===== src/rtl/rr_arbiter8.sv =====
// Eight-channel round-robin arbiter feeding a single registered output stage.
// Grant search starts at a rotating pointer; the output register stalls under backpressure.
module rr_arbiter8 #(
    parameter int unsigned N = 1
) (
    input  logic         clk,
    input  logic         rst,
    input  logic [7:0]   in_valid,
    input  logic [N-1:0] in_data0,
    input  logic [N-1:0] in_data1,
    input  logic [N-1:0] in_data2,
    input  logic [N-1:0] in_data3,
    input  logic [N-1:0] in_data4,
    input  logic [N-1:0] in_data5,
    input  logic [N-1:0] in_data6,
    input  logic [N-1:0] in_data7,
    output logic [7:0]   in_ready,
    output logic         out_valid,
    output logic [N-1:0] out_data,
    output logic [2:0]   out_src,
    input  logic         out_ready
);

    localparam int unsigned CH = 8;
    localparam int unsigned SW = 3;

    logic [SW-1:0] ptr;
    logic          load;
    logic          grant_valid;
    logic [SW-1:0] grant_idx;
    logic [SW-1:0] cand;
    logic [N-1:0]  data_arr [CH];

    assign data_arr[0] = in_data0;
    assign data_arr[1] = in_data1;
    assign data_arr[2] = in_data2;
    assign data_arr[3] = in_data3;
    assign data_arr[4] = in_data4;
    assign data_arr[5] = in_data5;
    assign data_arr[6] = in_data6;
    assign data_arr[7] = in_data7;

    // Output register is empty or draining this cycle, so it can take a new word.
    assign load = !out_valid || out_ready;

    // Scan from the farthest offset down so the nearest valid channel to ptr wins.
    always_comb begin
        grant_valid = 1'b0;
        grant_idx   = '0;
        cand        = '0;
        for (int i = int'(CH) - 1; i >= 0; i--) begin
            cand = ptr + SW'(i);
            if (in_valid[cand]) begin
                grant_valid = 1'b1;
                grant_idx   = cand;
            end
        end
    end

    always_comb begin
        in_ready = '0;
        if (!rst && load && grant_valid) begin
            in_ready[grant_idx] = 1'b1;
        end
    end

    always_ff @(posedge clk) begin
        if (rst) begin
            ptr       <= '0;
            out_valid <= 1'b0;
            out_data  <= '0;
            out_src   <= '0;
        end else if (load) begin
            if (grant_valid) begin
                out_valid <= 1'b1;
                out_data  <= data_arr[grant_idx];
                out_src   <= grant_idx;
                ptr       <= grant_idx + SW'(1);
            end else begin
                out_valid <= 1'b0;
            end
        end
    end

endmodule


===== config.mk =====
export PLATFORM = sky130hd
export DESIGN_NAME = rr_arbiter8
export DESIGN_NICKNAME = d
export VERILOG_FILES = /design/src/rtl/rr_arbiter8.sv
export SDC_FILE = /design/constraint.sdc
export NUM_CORES = 1
export LEC_CHECK = 0
export BUFFER_PORTS_ARGS = -buffer_cell sky130_fd_sc_hd__buf_2
export CORE_MARGIN = 2
export CORE_UTILIZATION = 43
export DETAILED_ROUTE_END_ITERATION = 8
export GPL_TIMING_DRIVEN = 1
export PLACE_DENSITY = 0.76
export SLEW_MARGIN = 20
export SYNTH_ARGS = -nofsm -noshare
export SYNTH_HDL_FRONTEND = slang
export SYNTH_SLANG_ARGS = --single-unit

===== constraint.sdc =====
create_clock -name clk -period 13.9 [get_ports clk]
set_clock_uncertainty 0.1 [all_clocks]
set_input_delay 4.17 -clock clk [delete_from_list [all_inputs] [get_ports clk]]
set_output_delay 4.17 -clock clk [all_outputs]
set_load 0.05 [all_outputs]

Yosys cells after proc, flatten, opt, wreduce, memory -nomap -nowiden
Cells that the tools add are included.

$add $sub $neg: 8. Order comparisons: 11. Multiplexer cells: 39. Bitwise logic cells: 1. Reduce and logical (&&, ||, !) cells: 7.

Operators with widths (number): $lt 3x4->1 const B (9); $bmux 1 s3 (9); $mux 3 (8); $mux 1 (20); $add 3x3->3 const B (4); $mux 8 (1); $add 3x1->3 const B (2); $add 3x2->3 const B (2); $ge 4x4->1 const B (1); $not 3->4 (1); $demux 1 s3 (1); $ge 3x1->1 const B (1); $logic_and 1x1->1 (3); $logic_not 1->1 (2); $reduce_and 2->1 (1); $logic_or 1x1->1 (1).

Flip-flop bits (word level): 8. Bits of input ports: 19.

Depth between registers and ports, before layout
Depth after elaboration: 16. Depth in mapped cells: 15. Depth with buffers taken out: 11.

Worst setup path after synthesis
OpenSTA, ideal clock, no wires.

Path kind: input-to-output. Start point: input in_valid[7]. End point: output in_ready[1]. Data arrival time: 6.788 ns. Path slack: 2.842 ns. Stages: 9. Path buffers: 0. Cells stage by stage: mux2_1 -> and3_1 -> o21ai_1 -> o2111ai_1 -> a221oi_1 -> o21bai_1 -> nand2b_1 -> or2_2 -> nor3_1.

Word-level cells in the longest chain between the ends: 15. Elaborated cells between the ends (all ways): 39. Those cells by class: order compare (2); mux (35); reduce/logical (2).

Ends and longest elaborated chain: start, declared (line 8) `input logic [7:0] in_valid,`; $bmux 1 s3 (line 53) `if (in_valid[cand]) begin`; $mux 1 (not written as such) (line 53); $mux 3 (8 in a row) (line 53); $lt 3x4->1 (not written as such) or $ge 3x1->1 (tied branches) (line 63) `in_ready[grant_idx] = 1'b1;`; $logic_and 1x1->1 (not written as such) (line 63); $mux 1 (not written as such) (line 63); $demux 1 s3 (line 63); $mux 8 * (line 62) `if (!rst && load && grant_valid) begin`; end, declared (line 17) `output logic [7:0] in_ready,`.

Every way passes the cells marked *; elsewhere a longest branch is shown, timed or not. The select of a mux whose other input is x is not followed.

Worst setup path in the final report
Start point: input in_valid[0]. End point: output in_ready[1].

The elaborated chain is that of the path after synthesis.

==> results.cfg <==
[power]
pwr-share-clk_pct = 3.9
peakVddDrop_mv = 0.139
p_seq_share_pct = 9.7
comb_power_share_pct = 86.4
netSwitchingFraction_pct = 55.9
power.total_uw = 454
internal-power_uw = 200
switchingPower_uw = 254
p_leak_nw = 0.670
powerDensity_nw_per_um2 = 285

[grt]
number_of_antenna_violations_at_the_first_check_in_global_routing = 0
grt_max_degree = 20
groute.usage.overall_pct = 18.1
first_global_vias = 1190
grt-ovfl-total = 0
wire_length_of_the_first_global_routing_pass_um = 5300

[yosys]
postSynth.asyncResetShare_pct = 0
count_of_flip_flops_with_a_built_in_enable_after_synthesis = 0
yosysTopAreaCellShare_pct = 12.5
synth_most_common_cell = sky130_fd_sc_hd__mux2i_1
leading_post_synthesis_cells_by_cell_area = sky130_fd_sc_hd__mux2i_1, sky130_fd_sc_hd__dfxtp_1, sky130_fd_sc_hd__mux4_2, sky130_fd_sc_hd__mux2_4, sky130_fd_sc_hd__nor2_1
synth_net_count = 186
synthTopCellsByCount = sky130_fd_sc_hd__mux2i_1, sky130_fd_sc_hd__nor2_1, sky130_fd_sc_hd__a21oi_1, sky130_fd_sc_hd__nand2_1
synth_ff_type = sky130_fd_sc_hd__dfxtp_1
syn_area_per_cell_sq_um = 8.71
ys.warnings.count = 0
synth.cell_area_sq_um = 1440
synth_area_leader_cell = sky130_fd_sc_hd__mux2i_1
syn_inst = 165
ys_types = 50
yosys_register_bits = 8
yosysSeqAreaShare_pct = 11.1

[placement]
finalWeightedCongestion = 0.972
place.detailed.instances = 230
buffer_ports.inserted = 31
place.detailed.hpwl_um = 2700

[route]
routed_wirelength_um = 3520
ant_nets = 0
detailedRoute.firstPassIterationCount = 4
vias = 1400
routed_via_density = 6.01
drt-wirelength-per-cell_um = 15.1
drt-initial-drc-count = 97
route.detailed.drc = 0

[layout]
final_nets = 212
fill_cells = 315
layout-drive-gt1-share_pct = 33.3
antenna-diode-count = 0
postLayoutCoreUtil_pct = 51.4
post_layout_nonfiller_instances = 233
layout_overhead_on_the_synthesized_area_pct = 11.1

[worst_setup_path]
worstPathRequired_ns = 9.63
crit_start = in_valid[0]
setup.worst_path.class = primary input to output port
worstRegToRegCells = 10
reg2reg_slack_ns = 9.97
worst-endpoint-arrival_ns = 6.64
r2r-end = out_data$_SDFFE_PP0P_
startpoint_type = primary input
critical_path.endpoint = in_ready[1]
origin_of_the_critical_flop_to_flop_path = ptr[1]$_SDFFE_PP0P_
setup.worst_path.end_class = output port
path_max_fanout = 11

[outcome]
status = complete, no violations

[die]
die_area_sq_um = 3820
initial_core_util_pct = 46.3
chipWidth_um = 61.8
io_pins = 32
chipHeight_um = 61.8
fp-row-count = 20
coreArea_sq_um = 3100

[timing]
report.final.hold_viol_count = 0
max_slew.worst_pin.slew_ns = 0.862
setup_viol = 0
drv_slew = 0
max_freq_ghz = 0.0916
final_period_minus_worst_setup_slack_ns = 10.91
fin_crit_sh_pct = 78.5
rsz0062_at_grt = no
setup_total_negative_slack_ns = 0
timing.slew.headroom_pct = 42.5

[clock_network]
h_tree_depth = 1
clock_latency_ns = 0.26
clock_buffers_created_by_tritoncts = 3
post_cts_resize_count = 0
post-cts-setup-buffer-count = 0
tritoncts = yes
cts.path.max_buffers = 2
cts_hold_buf = 0
cts_sinks = 8
worst_setup_hold_path_clk_slew_ns = 0.05
clk_root_buffer_cell = sky130_fd_sc_hd__clkbuf_4

[min_path]
min_path_type = flip-flop to flip-flop

[run]
timing.max_cap.violations = 0
## layout make-up
cell class,instances,area [sq um],share of cell area (%)
Tap cell,44,55.1,3.45
Inverter,7,26.3,1.65
Sequential cell,8,160,10.0
Timing Repair Buffer,32,163,10.2
Clock buffer,3,22.5,1.41
Multi-Input combinational cell,139,1170,73.3
## state kept, by name, summed over array words and instances (netlist names)
name,flops
ptr,3
out_valid,1
out_src,3
out_data,1
## layout by cell type (no fill, tap or decap), drive strengths merged, types with 2 or more instances in the layout
cell type | synthesis | final
a221oi | 3 | 3
a22oi | 2 | 2
and3 | 2 | 2
mux2 | 8 | 8
inv | 7 | 7
or2 | 2 | 2
a311oi | 2 | 2
o21bai | 2 | 2
mux4 | 6 | 6
nor2 | 17 | 17
clkbuf | 4 | 3
nand2 | 10 | 10
a21oi | 10 | 10
a211oi | 4 | 4
or3 | 3 | 3
nand3 | 5 | 5
xnor2 | 2 | 2
buf | 7 | 32
nor3 | 7 | 7
mux2i | 20 | 20
nand2b | 3 | 3
dfxtp | 8 | 8
xor2 | 2 | 2
o21ai | 12 | 12
ha | 2 | 2
## power by group through the flow
| stage | logic (mW) | clock network (mW) | registers, mW |
|---|---|---|---|
| floorplan | 0.331 | 0 | 0.0555 |
| global placement | 0.390 | 0 | 0.0437 |
| detailed placement | 0.390 | 0 | 0.0437 |
| CTS | 0.392 | 0.0189 | 0.0433 |
| global route | 0.424 | 0.0197 | 0.0451 |
| finish | 0.392 | 0.0178 | 0.0438 |
## cells by family after synthesis
| logic type | synth area share (%) |
|---|---|
| compound gates | 25.3 |
| xor+xnor | 3.75 |
| fa+ha+maj | 1.74 |
| buf+inv | 7.49 |
| flops | 11.1 |
| mux | 32.7 |
| simple gates | 17.9 |
## metrics by stage
| step | worst slack [ns] | instance area, sq um | hold slack [ns] |
|---|---|---|---|
| 6_report | 2.99 | 1600 | 0.385 |
| 5_1_grt | 2.80 | 1600 | 0.403 |
| 4_1_cts | 3.00 | 1600 | 0.384 |
| 3_5_place_dp | 3.03 | 1570 | 0.375 |
| 3_3_place_gp | 3.05 | 1570 | 0.374 |
| 2_1_floorplan | 2.84 | 1440 | 0.577 |
## worst min path at each step
stage                                        from  depth (start not counted)  slack (ns)                      end
after floorplan            out_valid$_SDFFE_PP0N_                          2        0.58   out_valid$_SDFFE_PP0N_
after detailed placement   out_valid$_SDFFE_PP0N_                          2        0.37   out_valid$_SDFFE_PP0N_
after global routing      out_src[2]$_SDFFE_PP0P_                          2        0.40  out_src[2]$_SDFFE_PP0P_
after global placement     out_valid$_SDFFE_PP0N_                          2        0.37   out_valid$_SDFFE_PP0N_
after CTS                  out_valid$_SDFFE_PP0N_                          2        0.38   out_valid$_SDFFE_PP0N_
final                      out_valid$_SDFFE_PP0N_                          2        0.38   out_valid$_SDFFE_PP0N_
## layer usage
metal	routed length [um]	vias to the layer above	track usage, %	share of wire (%)
li1	-	673	-	-
met4	93	0	7.60	2.6
met3	207	9	1.45	5.9
met5	0	-	0	0
met2	1680	63	29.9	48
met1	1540	655	24.3	44
## critical path: stages
cell and delay, ns:
sky130_fd_sc_hd__buf_2 0.12, sky130_fd_sc_hd__mux2_4 0.21, sky130_fd_sc_hd__nor3_1 0.08, sky130_fd_sc_hd__and3_1 0.24, sky130_fd_sc_hd__o21ai_1 0.14, sky130_fd_sc_hd__nor3b_1 0.08, sky130_fd_sc_hd__a21oi_1 0.67, sky130_fd_sc_hd__nand2b_1 0.14
sky130_fd_sc_hd__or2_2 0.34, sky130_fd_sc_hd__nor3_1 0.16, sky130_fd_sc_hd__buf_2 0.28
No activity file was read; power rests on OpenSTA's default activity.
